<file path="src/rtl/sound_event_scheduler_pkg.sv">
// Shared types and default timing constants for the Pong sound scheduler.
// Latency: n/a (declarations only).
// Backpressure: n/a (declarations only).
package pong_sound_pkg;

   localparam int DEF_CW = 24;

   typedef enum logic [1:0] {
      IDLE = 2'd0,
      PLAY = 2'd1,
      GAP  = 2'd2
   } state_t;

   localparam logic [1:0] EV_NONE   = 2'd0;
   localparam logic [1:0] EV_WALL   = 2'd1;
   localparam logic [1:0] EV_PADDLE = 2'd2;
   localparam logic [1:0] EV_MISS   = 2'd3;

   // 100 MHz clock: 100 ms tone, 10 ms gap, 440/880/220 Hz half-periods.
   localparam int unsigned DEF_DUR_CYCLES  = 10_000_000;
   localparam int unsigned DEF_GAP_CYCLES  = 1_000_000;
   localparam int unsigned DEF_WALL_HALF   = 113_636;
   localparam int unsigned DEF_PADDLE_HALF = 56_818;
   localparam int unsigned DEF_MISS_HALF   = 227_272;

endpackage

</file>
<file path="src/rtl/sound_event_scheduler_tone_divider.sv">
// Square-wave generator: toggles out every 'half' cycles while run is high.
// Latency: first toggle 'half' cycles after the clear cycle; out is registered.
// Backpressure: none; clear has priority over run and zeroes counter and out.
module tone_divider
   import pong_sound_pkg::*;
#(
   parameter int CW = DEF_CW
) (
   input  logic          clk,
   input  logic          rst_n,
   input  logic          clear,
   input  logic [CW-1:0] half,
   input  logic          run,
   output logic          out
);

   logic [CW-1:0] cnt_q, cnt_d;
   logic          out_q, out_d;

   // Half-period counter: wrap at half-1 and flip the output.
   always_comb begin
      cnt_d = cnt_q;
      out_d = out_q;
      if (clear) begin
         cnt_d = '0;
         out_d = 1'b0;
      end else if (run) begin
         if (cnt_q == half - 1'b1) begin
            cnt_d = '0;
            out_d = ~out_q;
         end else begin
            cnt_d = cnt_q + 1'b1;
         end
      end
   end

   // State registers.
   always_ff @(posedge clk or negedge rst_n) begin
      if (!rst_n) begin
         cnt_q <= '0;
         out_q <= 1'b0;
      end else begin
         cnt_q <= cnt_d;
         out_q <= out_d;
      end
   end

   assign out = out_q;

endmodule

</file>
<file path="src/rtl/sound_event_scheduler.sv">
// Arbitrates wall/paddle/miss event pulses onto one speaker: tone, then silent gap.
// Latency: pulse sampled at edge N+1 sets pending, tone starts at edge N+2.
// Backpressure: none; requests coalesce in pending bits, only miss preempts a tone.
module sound_event_scheduler
   import pong_sound_pkg::*;
#(
   parameter int unsigned DUR_CYCLES  = DEF_DUR_CYCLES,
   parameter int unsigned GAP_CYCLES  = DEF_GAP_CYCLES,
   parameter int unsigned WALL_HALF   = DEF_WALL_HALF,
   parameter int unsigned PADDLE_HALF = DEF_PADDLE_HALF,
   parameter int unsigned MISS_HALF   = DEF_MISS_HALF,
   parameter int          CW          = DEF_CW
) (
   input  logic       clk,
   input  logic       rst_n,
   input  logic       enable,
   input  logic       wall_hit,
   input  logic       paddle_hit,
   input  logic       miss,
   output logic       speaker,
   output logic       busy,
   output logic [1:0] active_id
);

   localparam logic [CW-1:0] DUR_LAST = CW'(DUR_CYCLES - 1);
   localparam logic [CW-1:0] GAP_LAST = CW'(GAP_CYCLES - 1);
   localparam logic [CW-1:0] H_WALL   = CW'(WALL_HALF);
   localparam logic [CW-1:0] H_PADDLE = CW'(PADDLE_HALF);
   localparam logic [CW-1:0] H_MISS   = CW'(MISS_HALF);

   state_t        state_q, state_d;
   logic [2:0]    pending_q, pending_d;   // [0] wall, [1] paddle, [2] miss
   logic [CW-1:0] dur_q, dur_d;
   logic [CW-1:0] gap_q, gap_d;
   logic [CW-1:0] half_q, half_d;
   logic [1:0]    id_q, id_d;
   logic          busy_q, busy_d;

   logic [2:0]    pending_clr;
   logic [1:0]    top_id;
   logic          do_grant;
   logic [1:0]    grant_id;
   logic          div_clear;
   logic          div_run;

   // Highest-priority pending request: miss > paddle > wall.
   always_comb begin
      top_id = EV_NONE;
      if (pending_q[2])      top_id = EV_MISS;
      else if (pending_q[1]) top_id = EV_PADDLE;
      else if (pending_q[0]) top_id = EV_WALL;
   end

   // Sequencer: grant, tone timing, gap timing, preemption and mute/flush.
   always_comb begin
      state_d     = state_q;
      dur_d       = dur_q;
      gap_d       = gap_q;
      half_d      = half_q;
      id_d        = id_q;
      pending_clr = 3'b000;
      do_grant    = 1'b0;
      grant_id    = EV_NONE;
      div_clear   = 1'b0;
      div_run     = 1'b0;

      case (state_q)
         IDLE: begin
            if (pending_q != 3'b000) begin
               do_grant = 1'b1;
               grant_id = top_id;
            end
         end
         PLAY: begin
            if (pending_q[2] && (id_q != EV_MISS)) begin
               // Miss restarts the tone; the interrupted event is dropped.
               do_grant = 1'b1;
               grant_id = EV_MISS;
            end else if (dur_q == DUR_LAST) begin
               state_d   = GAP;
               gap_d     = '0;
               div_clear = 1'b1;
            end else begin
               dur_d   = dur_q + 1'b1;
               div_run = 1'b1;
            end
         end
         GAP: begin
            if (gap_q == GAP_LAST) begin
               state_d = IDLE;
               id_d    = EV_NONE;
               gap_d   = '0;
            end else begin
               gap_d = gap_q + 1'b1;
            end
         end
         default: begin
            state_d = IDLE;
            id_d    = EV_NONE;
         end
      endcase

      if (do_grant) begin
         state_d   = PLAY;
         dur_d     = '0;
         id_d      = grant_id;
         div_clear = 1'b1;
         case (grant_id)
            EV_MISS: begin
               half_d      = H_MISS;
               pending_clr = 3'b100;
            end
            EV_PADDLE: begin
               half_d      = H_PADDLE;
               pending_clr = 3'b010;
            end
            default: begin
               half_d      = H_WALL;
               pending_clr = 3'b001;
            end
         endcase
      end

      // A new pulse wins over a same-cycle grant clear.
      pending_d = (pending_q & ~pending_clr) | {miss, paddle_hit, wall_hit};

      if (!enable) begin
         state_d   = IDLE;
         pending_d = 3'b000;
         dur_d     = '0;
         gap_d     = '0;
         id_d      = EV_NONE;
         div_clear = 1'b1;
         div_run   = 1'b0;
      end

      busy_d = (state_d != IDLE);
   end

   // State registers.
   always_ff @(posedge clk or negedge rst_n) begin
      if (!rst_n) begin
         state_q   <= IDLE;
         pending_q <= 3'b000;
         dur_q     <= '0;
         gap_q     <= '0;
         half_q    <= '0;
         id_q      <= EV_NONE;
         busy_q    <= 1'b0;
      end else begin
         state_q   <= state_d;
         pending_q <= pending_d;
         dur_q     <= dur_d;
         gap_q     <= gap_d;
         half_q    <= half_d;
         id_q      <= id_d;
         busy_q    <= busy_d;
      end
   end

   tone_divider #(
      .CW (CW)
   ) u_tone_divider (
      .clk   (clk),
      .rst_n (rst_n),
      .clear (div_clear),
      .half  (half_q),
      .run   (div_run),
      .out   (speaker)
   );

   assign busy      = busy_q;
   assign active_id = id_q;

endmodule

</file>
<file path="config.mk">
export PLATFORM = sky130hd
export DESIGN_NAME = sound_event_scheduler
export DESIGN_NICKNAME = d
export VERILOG_FILES = /design/src/rtl/sound_event_scheduler_pkg.sv /design/src/rtl/sound_event_scheduler_tone_divider.sv /design/src/rtl/sound_event_scheduler.sv
export SDC_FILE = /design/constraint.sdc
export NUM_CORES = 1
export LEC_CHECK = 0
export CELL_PAD_IN_SITES_DETAIL_PLACEMENT = 0
export CELL_PAD_IN_SITES_GLOBAL_PLACEMENT = 1
export CORE_MARGIN = 3
export CORE_UTILIZATION = 45
export DETAILED_ROUTE_END_ITERATION = 8
export GPL_TIMING_DRIVEN = 0
export PLACE_DENSITY = 0.79
export SYNTH_ARGS = -nofsm -noshare
export SYNTH_HDL_FRONTEND = slang
export SYNTH_SLANG_ARGS = --single-unit
</file>
<file path="constraint.sdc">
create_clock -name clk -period 4.4 [get_ports clk]
set_input_delay 0.88 -clock clk [delete_from_list [all_inputs] [get_ports clk]]
set_output_delay 0.88 -clock clk [all_outputs]
set_load 0.03 [all_outputs]
</file>
==> flow_summary.rst, run 1 <==
.. list-table::
   :header-rows: 1

   * - Metric
     - Value
   * - Clock insertion delay at the later pin of the skew report
     - approximately 0.35 ns
   * - Met1 track utilization from global routing
     - 0.287
   * - DRC violations left
     - 0
   * - Post-synthesis cell area
     - between 5000 and 6000 sq um
   * - Detailed placer's ending HPWL
     - 9140 microns
   * - Initial core utilization
     - 0.469
   * - Antenna violations before repair
     - 0
   * - Placer congestion estimate
     - 0.856
   * - Count of port buffers added during placement
     - 9
   * - Sequential area share after synthesis
     - 0.424
   * - Peak fanout along the critical path
     - 10
   * - Reg-to-reg critical path endpoint
     - u_tone_divider.cnt_q[17]$_DFFE_PN0P_
   * - Highest-count cells in the layout ignoring fill and taps
     - sky130_fd_sc_hd__dfrtp_1 (88), sky130_fd_sc_hd__nor2_1 (70), sky130_fd_sc_hd__nand2_1 (55)
   * - DIE AREA
     - roughly 13000 sq um
   * - Ys flop type
     - sky130_fd_sc_hd__dfrtp_1
   * - Post-Route Setup TNS
     - 0 ns
   * - Status
     - completed
   * - First drt pass iteration count
     - 5
   * - Setup slack of the most critical reg-to-reg path
     - between 0.6 and 0.7 ns
   * - Worst reg2reg path startpoint
     - half_q[2]$_DFFE_PN0P_
   * - Starting DRT DRC Count
     - 244
   * - Power Dens Cells
     - roughly 320 nW/um^2
   * - Grt ovf
     - 0
   * - Syn. warnings
     - 0
   * - Leak Pwr
     - roughly 2.3 nW
   * - Post-Synthesis Net Count
     - slightly above 600
   * - Fraction of synthesized cell area taken by the top area cell type
     - 0.424
   * - Depth of the most critical reg-to-reg path
     - 11
   * - Post-CTS Hold Buffers
     - 0
   * - Placement Rows
     - 38
   * - Number of levels the H-tree was split into
     - 3
   * - Total non-filler cell area in the finished layout
     - slightly below 6000 sq um
   * - Final-stage net count
     - 628
   * - Cells along the critical path
     - inv_1 > ha_1 > clkbuf_1 > nor4b_1 > nand2_1 > a21oi_1 > o2111ai_1 > nor4_2 > buf_6 > nor3_1 > o31a_1
   * - Leading cell type in the layout, fill and taps excluded
     - sky130_fd_sc_hd__dfrtp_1
   * - GRT Max-Usage Layer
     - met2
   * - Clock sink count
     - between 80 and 90
   * - Synthesized instance count
     - 597
   * - Share of flip-flops with an asynchronous set or reset
     - 1.00
   * - Met2 Usage GRT
     - 0.352
   * - Wire length per cell after detailed routing
     - about 17 microns
   * - Unrepaired setup endpoints after global routing
     - false
   * - Instance area at placement
     - around 5500 sq um
   * - Top cells by area, synth
     - sky130_fd_sc_hd__dfrtp_1 (42%), sky130_fd_sc_hd__nor2_1 (5.1%), sky130_fd_sc_hd__xnor2_1 (4.6%), sky130_fd_sc_hd__nand2_1 (4.0%), sky130_fd_sc_hd__o21ai_0 (3.9%)
   * - Wire length of the first global-routing pass
     - roughly 22000 microns
   * - Layout overhead on the synthesized area
     - 11.8%
   * - Required @ worst endpoint
     - 4.64 ns
   * - Worst vdd ir
     - between 0.0002 and 0.00025 V
   * - Final slew viol count
     - 0
   * - Worst-case setup margin in the final layout
     - 0.641 ns
   * - Hold Vio Cnt, Final
     - 0
   * - Final critical-path required period
     - about 3.8 ns
   * - Number of maximum-capacitance violations
     - 0
   * - GRT met3 Usage
     - 0.0472
   * - Horiz. Die Dim
     - 113 microns
   * - Max transition margin
     - 0.347
   * - TritonCTS clock tree
     - built
   * - Unique cell type count in the Yosys netlist
     - slightly above 60
   * - Number of flops mapped to enable cells by yosys
     - 0
   * - Core area
     - ~11000 sq um
   * - Vias in the first global route
     - around 4500
   * - Number of diodes
     - 0
   * - Number of buffers added for setup after CTS
     - 0
   * - Transition time of the tightest slew-check pin
     - 0.979 ns
   * - Total wire length
     - approximately 13000 microns
   * - Via-per-instance ratio
     - 5.95
   * - Number of buffers created by CTS
     - 9
   * - Number of nets with antenna violations after detailed routing
     - 0
   * - Slowest Stage Delay on Critical Path
     - between 0.7 and 0.8 ns
   * - Leading area contributor after synthesis
     - sky130_fd_sc_hd__dfrtp_1
   * - Count of boundary I/O pins
     - 10
   * - Class of the most critical setup path
     - reg2reg
   * - Final Skew
     - between 0.007 and 0.008 ns
   * - Data arrival time of the worst path
     - ~4.0 ns
   * - Tightest Hold Check Type
     - in2async
   * - Syn Area/Cell
     - just under 9 sq um
   * - Slowest-stage cell, CP
     - sky130_fd_sc_hd__nor4_2
   * - Portion of the clock cycle consumed by the worst path in the final layout
     - 0.854
   * - Pre-CTS WS
     - a little under 0.7 ns
   * - CTS Root Buffer Type
     - sky130_fd_sc_hd__clkbuf_16
   * - Clk pin slew, worst setup/hold paths
     - 0.06 ns
   * - Number of synthesized register bits
     - slightly below 90
   * - Ratio of cells with drive above 1 in the final layout
     - 0.0548
   * - Vias after detailed routing
     - about 4500
   * - Post-CTS sizing
     - 0
   * - Startpoint type of the worst setup path
     - flip-flop
   * - Maximum number of pins on one net before global-route repair
     - between 50 and 60
   * - Total global routing track utilization
     - 0.216
   * - Element type at the critical path end
     - flip-flop
   * - Minimum hold slack
     - about 0.48 ns
   * - Fmax achieved
     - between 200 and 300 MHz
   * - Die H
     - roughly 110 microns
   * - CTS Buffer Depth
     - 2
   * - Total of endpoints with negative setup slack in the final report
     - 0
critical path: cells and delay by family, from the launching register on:
family,cells,cell delay [ns]
compound gates,3,0.59
buf+inv,3,0.80
simple gates,4,1.59
fa+ha+maj,1,0.19
flops,1,0.46
cell families after synthesis:
family	Yosys count	synth area share
AO/OA/AOI/OAI	131	0.169
XOR/XNOR	48	0.0810
adder cells (fa/ha/maj)	4	0.00964
buffers and inverters	42	0.0337
flip-flops	88	0.424
AND/OR/NAND/NOR	284	0.283
registers in the layout (all words and copies together), names as in the netlist, 2 cells and up:
signal,count
gap_q,24
u_tone_divider.cnt_q,24
active_id,2
dur_q,24
half_q,7
pending_q,3
state_q,2
per-layer routing:
metal | part of all wire | vias up
li1 | - | 2208
met1 | 0.48 | 2221
met2 | 0.47 | 81
met3 | 0.036 | 17
met4 | 0.017 | 0
met5 | 0 | -
Yosys cell counts, types with 7 or more instances:
master and count:
sky130_fd_sc_hd__or3_1 12, sky130_fd_sc_hd__nor4_1 11, sky130_fd_sc_hd__a211oi_1 7, sky130_fd_sc_hd__nand2_1 55, sky130_fd_sc_hd__clkbuf_1 24, sky130_fd_sc_hd__a21oi_1 22
sky130_fd_sc_hd__nor3_1 24, sky130_fd_sc_hd__xnor2_1 27, sky130_fd_sc_hd__o21a_1 7, sky130_fd_sc_hd__nor2_1 70, sky130_fd_sc_hd__dfrtp_1 88, sky130_fd_sc_hd__nand4_1 16
sky130_fd_sc_hd__o21ai_0 40, sky130_fd_sc_hd__and3_1 14, sky130_fd_sc_hd__nand3_1 34, sky130_fd_sc_hd__xor2_1 21, sky130_fd_sc_hd__inv_1 13
stage by stage:
step | power [W] | utilization | instances
after floorplan | 0.000968 | - | 597
after global placement | 0.00104 | 0.493 | 746
after detailed placement | 0.00104 | 0.495 | 747
after CTS | 0.00190 | 0.524 | 761
after global routing | 0.00196 | 0.524 | 761
final | 0.00189 | 0.524 | 761
where the power goes:
group | switching (W) | internal (W) | leakage [nW]
Combinational | 0.000127 | 0.0000603 | 0.897
Sequential | 0.0000143 | 0.000824 | 1.20
Clock | 0.000313 | 0.000548 | 0.158
cell type report:
class	count	area [sq um]
plain buffers	29	126
clock buffers	10	229
clock inverters	4	95.1
fillers	1082	5270
inverters	13	48.8
multi-input cells	467	2820
flip-flops and latches	88	2200
well taps	140	175
repair buffers	10	115
worst max-delay path by stage:
stage,startpoint,end,slack [ns],cells after the start
floorplan,half_q[4]$_DFFE_PN0P_,u_tone_divider.cnt_q[11]$_DFFE_PN0P_,1.44,8
global placement,rst_n,gap_q[17]$_DFFE_PN0P_,-0.89,1
detailed placement,half_q[2]$_DFFE_PN0P_,u_tone_divider.cnt_q[15]$_DFFE_PN0P_,0.68,11
CTS,half_q[2]$_DFFE_PN0P_,u_tone_divider.cnt_q[17]$_DFFE_PN0P_,0.65,11
global route,half_q[2]$_DFFE_PN0P_,u_tone_divider.cnt_q[15]$_DFFE_PN0P_,0.32,11
finish,half_q[2]$_DFFE_PN0P_,u_tone_divider.cnt_q[17]$_DFFE_PN0P_,0.64,11
Note: power is estimated with default switching activity, not from simulation.
==> inputs of run 2 (changes only) <==
--- a/config.mk
+++ b/config.mk
@@ -5,13 +5,14 @@
 export SDC_FILE = /design/constraint.sdc
 export NUM_CORES = 1
 export LEC_CHECK = 0
+export ABC_CLOCK_PERIOD_IN_PS = 4400
 export CELL_PAD_IN_SITES_DETAIL_PLACEMENT = 0
 export CELL_PAD_IN_SITES_GLOBAL_PLACEMENT = 1
 export CORE_MARGIN = 3
 export CORE_UTILIZATION = 45
 export DETAILED_ROUTE_END_ITERATION = 8
-export GPL_TIMING_DRIVEN = 0
 export PLACE_DENSITY = 0.79
+export SLEW_MARGIN = 20
 export SYNTH_ARGS = -nofsm -noshare
 export SYNTH_HDL_FRONTEND = slang
 export SYNTH_SLANG_ARGS = --single-unit
==> run 2 against run 1 <==
Effect of this change:
- global-route usage shrank 0.53 points
- largest power group is now registers
- hold slack gained 0.041 ns
- utilization shrank 1.6 points
- via count shrank 3.0%
==> flow_summary.rst, run 2 (synthesized netlist as in run 1, its figures left out) <==
.. list-table::
   :header-rows: 1

   * - Metric
     - Value
   * - Status
     - completed
   * - Crit path buf inv count
     - 1 (-2)
   * - Vias in the first global route
     - 4423 (-0.99%)
   * - Final critical-path required period
     - 3.30 ns (-0.454 ns)
   * - Post-Route Setup TNS
     - 0 ns (unchanged)
   * - Internal power component
     - 0.00126 W (-12%)
   * - Sequential power share
     - 0.501 (+0.057)
   * - Total global routing track utilization
     - 0.211 (-0.00532)
   * - Count of boundary I/O pins
     - 10 (unchanged)
   * - Layout overhead on the synthesized area
     - 8.43%
   * - Post-CTS Hold Buffers
     - 0 (unchanged)
   * - Class of the most critical setup path
     - reg2reg
   * - Via-per-instance ratio
     - 5.95 (about the same)
   * - Post-CTS sizing
     - 0 (unchanged)
   * - Number of maximum-capacitance violations
     - 0 (unchanged)
   * - Comb power frac
     - 0.094 (-0.005)
   * - Pre-CTS WS
     - 1.11 ns (+0.423 ns)
   * - Power dissipated by switching net loads
     - 0.000444 W (-2.3%)
   * - Die H
     - 113 microns (unchanged)
   * - DIE AREA
     - 12900 sq um (unchanged)
   * - Clk pin slew, worst setup/hold paths
     - 0.06 ns (about the same)
   * - Final-stage net count
     - 604 (-3.8%)
   * - Total wire length
     - 12400 microns (-4.2%)
   * - Kind of cell adding the most delay to the critical path
     - simple AND/OR/NAND/NOR gates
   * - Detailed placer's ending HPWL
     - 8620 microns (-5.7%)
   * - Wire length of the first global-routing pass
     - 21900 microns (-1.9%)
   * - First drt pass iteration count
     - 4 (-1)
   * - Placement Rows
     - 38 (unchanged)
   * - Total of endpoints with negative setup slack in the final report
     - 0 (unchanged)
   * - Power share of the clock group
     - 0.406 (-0.050)
   * - Leak Pwr
     - 2.19 nW (-3.1%)
   * - Wire length per cell after detailed routing
     - 16.8 microns (-1.2%)
   * - CTS Buffer Depth
     - 2 (unchanged)
   * - TritonCTS clock tree
     - built
   * - Number of diodes
     - 0 (unchanged)
   * - Required @ worst endpoint
     - 4.62 ns (-0.02 ns)
   * - Clock insertion delay at the later pin of the skew report
     - 0.34 ns (about the same)
   * - Vias after detailed routing
     - 4390 (-3.0%)
   * - Number of levels the H-tree was split into
     - 3 (unchanged)
   * - Ratio of cells with drive above 1 in the final layout
     - 0.0569 (+0.00211)
   * - Count of port buffers added during placement
     - 9 (unchanged)
   * - Startpoint type of the worst setup path
     - flip-flop
   * - Highest-count cells in the layout ignoring fill and taps
     - sky130_fd_sc_hd__dfrtp_1 (88), sky130_fd_sc_hd__nor2_1 (70), sky130_fd_sc_hd__nand2_1 (55)
   * - Element type at the critical path end
     - flip-flop
   * - Antenna violations before repair
     - 0 (unchanged)
   * - Leading cell type in the layout, fill and taps excluded
     - sky130_fd_sc_hd__dfrtp_1
   * - Starting DRT DRC Count
     - 235 (-3.7%)
   * - Number of buffers created by CTS
     - 9 (unchanged)
   * - Worst-case setup margin in the final layout
     - 1.10 ns (+0.454 ns)
   * - Initial core utilization
     - 0.469 (unchanged)
   * - Data arrival time of the worst path
     - 3.52 ns (-0.48 ns)
   * - Number of buffers added for setup after CTS
     - 0 (unchanged)
   * - Minimum hold slack
     - 0.520 ns (+0.0410 ns)
   * - Placer congestion estimate
     - 0.840 (-1.9%)
   * - Unrepaired setup endpoints after global routing
     - false
   * - Power Dens Cells
     - 303 nW/um^2 (-6.9%)
   * - Final slew viol count
     - 0 (unchanged)
   * - Portion of the clock cycle consumed by the worst path in the final layout
     - 0.751 (-0.103)
   * - Maximum number of pins on one net before global-route repair
     - 64 (+12%)
   * - Worst vdd ir
     - 0.000209 V (-12%)
   * - Total of fill cells in the finished design
     - 1045 (-3.4%)
   * - CTS Root Buffer Type
     - sky130_fd_sc_hd__clkbuf_16
   * - Total non-filler cell area in the finished layout
     - 5630 sq um (-3.0%)
   * - Grt ovf
     - 0 (unchanged)
   * - Leading registers by flop count
     - dur_q: 24 flops, gap_q: 24 flops, u_tone_divider.cnt_q: 24 flops
   * - Clock sink count
     - 88 (unchanged)
   * - Cells along the critical path
     - inv_1 > ha_1 > nor4b_1 > nand2_1 > a21oi_1 > o2111ai_1 > or4_4 > a31oi_2 > nor2_1
   * - Net switching fraction of the power
     - 0.261 (+0.0199)
   * - Max transition margin
     - 0.265 (-0.0811)
   * - DRC violations left
     - 0 (unchanged)
   * - Final Skew
     - 0.00590 ns (-0.00193 ns)
   * - Tightest Hold Check Type
     - reg2reg
   * - Transition time of the tightest slew-check pin
     - 1.10 ns (+0.119 ns)
   * - Slowest-stage cell, CP
     - sky130_fd_sc_hd__or4_4
   * - Core area
     - 11100 sq um (unchanged)
   * - Number of nets with antenna violations after detailed routing
     - 0 (unchanged)
   * - Total power of the final layout
     - 0.00170 W (-9.7%)
   * - Fmax achieved
     - 303 MHz (+14%)
   * - Peak fanout along the critical path
     - 12 (+2)
   * - Slowest Stage Delay on Critical Path
     - 0.66 ns (-0.06 ns)
   * - Hold Vio Cnt, Final
     - 0 (unchanged)
   * - Instance area at placement
     - 5370 sq um (-2.0%)
   * - Horiz. Die Dim
     - 113 microns (unchanged)
[run 2: cell count changes in the layout (fill, tap and decap cells not counted)]
cell,previous run,this run
sky130_fd_sc_hd__buf_16,1,0
sky130_fd_sc_hd__clkbuf_1,25,3
sky130_fd_sc_hd__clkinvlp_4,0,2
sky130_fd_sc_hd__buf_2,2,0
sky130_fd_sc_hd__buf_6,2,0
sky130_fd_sc_hd__buf_1,1,0
sky130_fd_sc_hd__buf_4,1,7
sky130_fd_sc_hd__bufinv_16,3,0
[run 2: power by group through the flow]
stage / Sequential [W] / Combinational (W) / Clock [W]
2_1_floorplan: 0.000855 / 0.000113 / 0
3_3_place_gp: 0.000867 / 0.000158 / 0
3_5_place_dp: 0.000868 / 0.000160 / 0
4_1_cts: 0.000853 / 0.000161 / 0.000713
5_1_grt: 0.000856 / 0.000179 / 0.000747
6_report: 0.000853 / 0.000159 / 0.000691
[run 2: layer usage]
layer | vias to the layer above | global-route usage | part of all wire
met1 | 2137 | 0.296 | 0.49
li1 | 2166 | - | -
met2 | 71 | 0.328 | 0.46
met3 | 16 | 0.0329 | 0.028
met5 | - | 0 | 0
met4 | 0 | 0.0849 | 0.017
[run 2: worst paths after layout]
kind | startpoint | end | slack (ns) | depth (start not counted)
min reg2reg | gap_q[18]$_DFFE_PN0P_ | gap_q[18]$_DFFE_PN0P_ | 0.52 | 1
min | gap_q[18]$_DFFE_PN0P_ | gap_q[18]$_DFFE_PN0P_ | 0.52 | 1
max | half_q[2]$_DFFE_PN0P_ | u_tone_divider.cnt_q[12]$_DFFE_PN0P_ | 1.10 | 9
max in group asynchronous | rst_n | gap_q[14]$_DFFE_PN0P_ | 2.90 | 2
max reg2reg | half_q[2]$_DFFE_PN0P_ | u_tone_divider.cnt_q[12]$_DFFE_PN0P_ | 1.10 | 9
min in group asynchronous | rst_n | u_tone_divider.cnt_q[5]$_DFFE_PN0P_ | 0.63 | 1
[run 2: metrics by stage]
stage | utilization | instances
floorplan | - | 597
global placement | 0.485 | 723
detailed placement | 0.485 | 723
CTS | 0.508 | 738
global route | 0.508 | 738
finish | 0.508 | 738
[run 2: final cells by class]
class / count / area (sq um) / area share
multi-input combinational: 467 / 2820 / 0.500
inverter: 13 / 48.8 / 0.00867
tap: 140 / 175 / 0.0311
timing repair buffer: 15 / 133 / 0.0236
clock inverter: 3 / 20.0 / 0.00356
sequential: 88 / 2200 / 0.391
clock buffer: 12 / 236 / 0.0420
==> variant, RTL diff (settings of run 2) <==
Remove the register `busy_q`: a continuous assignment takes its place, so the output `busy` follows one clock earlier.
--- a/src/rtl/sound_event_scheduler.sv
+++ b/src/rtl/sound_event_scheduler.sv
@@ -146,7 +146,6 @@
          gap_q     <= '0;
          half_q    <= '0;
          id_q      <= EV_NONE;
-         busy_q    <= 1'b0;
       end else begin
          state_q   <= state_d;
          pending_q <= pending_d;
@@ -154,9 +153,10 @@
          gap_q     <= gap_d;
          half_q    <= half_d;
          id_q      <= id_d;
-         busy_q    <= busy_d;
       end
    end
+
+   assign busy_q = busy_d;
 
    tone_divider #(
       .CW (CW)
Check against the original RTL: not equivalent (a bounded check fails within 4 cycles, from zero or initial values and one cycle with rst_n low).
==> variant against run 2 <==
Synthesized area fell by 0.48%; clock skew rose by 3.1 ps; worst setup slack got worse by 810 ps; count of clock-buffer cells in the layout did not move; sequential cell count fell by 1; power rose by 6.7%; die area fell by 0.46%; wire length fell by 1.8%; design area rose by 1.1%.
==> variant: results (changes against run 2) <==
worst-skew pair later-pin latency=350 ps; post-DP HPWL=8463 um (-1.9%); post-synthesis sequential area ratio=42.13% (-0.28 points); Total Nets Final=606 (+0.33%); cell leakage power=2.227 nW (+1.9%); Worst-Margin Slew=791.0 ps (-306.9 ps); Synth area leaders=dfrtp_1, nor2_1, xnor2_1; Worst VDD drop=252.9 uV (+21%); placed cell count=725 (+0.28%); number of global-route vias before repair=4,337 (-1.9%); status=finished, final reports clean; Total GRT Usage=20.62% (-0.47 points); initial antenna violation count=0 (unchanged); Num CTS Buffers=9 (unchanged); wire per inst=16.48 um (-2.2%); Pre-antenna DRT Iters=4 (unchanged); crit path max fanout=6 (-6); largest net degree at the start of global routing=60 (-6.3%); crit-path max cell delay=720 ps (+60 ps); registers with the most flip-flops=dur_q x24, gap_q x24, u_tone_divider.cnt_q x24; fillers=1,044 (-0.096%); top cells by count, synth=dfrtp_1, nor2_1, nand2_1, o21ai_0, nand3_1; RePlAce Congestion=0.8651 (+3.0%); CP max-delay cell=or4b_2; Clock Tree Buf Depth=2 (unchanged); diodes inserted=0 (unchanged); total setup buffers inserted after CTS=0 (unchanged); Yosys warning count=0 (unchanged); DR vias=4,424 (+0.77%); synth unique cells=61 (unchanged); Mapped Cells=596 (-0.17%); initial DRC count=335 (+43%); share of async-settable or async-resettable flops after synthesis=100.0% (unchanged); CP arrival=3240 ps (-280 ps); first-pass GRT wire length=21,330 um (-2.6%); CTS Root Cell=clkbuf_16; H-Tree Depth=3 (unchanged); grt total ovfl=0 (unchanged); family with the most delay on the worst path=simple AND/OR/NAND/NOR gates; share of layout cells above drive strength 1=6.988% (+1.3 points); skew final=8.969 ps (+3.073 ps); total wire length=12,210 um (-1.8%)
[variant: cell count changes in the layout (fill, tap and decap cells not counted), sizes merged]
cell and delta:
bufinv +1, buf +3, inv +1, dfrtp -1
clkinvlp -1
[variant: layout make-up]
class | instances | area share, %
well taps | 140 | 3.077
inverters | 13 | 0.8571
multi-input cells | 467 | 49.52
flip-flops and latches | 87 | 38.24
clock buffers | 12 | 4.681
repair buffers | 18 | 2.725
clock inverters | 4 | 0.9011
[variant: metal layers]
metal	vias to the layer above	share of wire, %	track usage, %	wire length [um]
li1	2162	-	-	-
met1	2140	49	28.95	5957
met2	98	44	30.96	5382
met3	24	4.7	3.743	572
met4	0	2.4	9.535	298
met5	-	0	0	0
[variant: kinds of logic after synthesis]
group,count (synthesis),share of synthesized area [%]
simple gates,284,28.40
xor+xnor,48,8.136
compound gates,131,16.97
flops,87,42.13
buf+inv,42,3.390
fa+ha+maj,4,0.9686
[variant: path summary, 6_finish.rpt]
kind | startpoint | slack [ps] | cells after the start | to
min in group asynchronous | rst_n | 610 | 1 | dur_q[13]
setup reg to reg | half_q[2] | 900 | 9 | u_tone_divider.cnt_q[14]
max in group asynchronous | rst_n | 2930 | 2 | gap_q[21]
hold reg to reg | pending_q[0] | 520 | 2 | pending_q[0]
hold / removal | pending_q[0] | 520 | 2 | pending_q[0]
setup / recovery | dur_q[8] | 280 | 6 | busy
[variant: report_power, final]
part	total (W)	internal, W	leakage, nW	switching (W)
clock	0.000813	0.000488	0.155	0.000326
sequential	0.000843	0.000814	1.19	0.0000290
combinational	0.000161	0.0000561	0.883	0.000105
[variant: worst register-to-register path, stage by stage, from the launching register on]
cell and delay [ps]:
dfrtp_1 440, inv_1 190, ha_1 350, nor4b_1 590, nand2_1 230, a21oi_1 180, o2111ai_1 170, or4_4 670
a31oi_2 440, nor2_1 110
[variant: stage by stage]
stage,setup slack [ps],hold WS [ps],instance area [sq um],utilization [%]
floorplan,1292,462.1,5167,-
global placement,720.1,489.4,5371,48.70
detailed placement,681.6,501.1,5374,48.72
CTS,286.0,522.5,5692,51.60
global route,13.70,550.0,5693,51.61
finish,283.5,521.7,5693,51.61
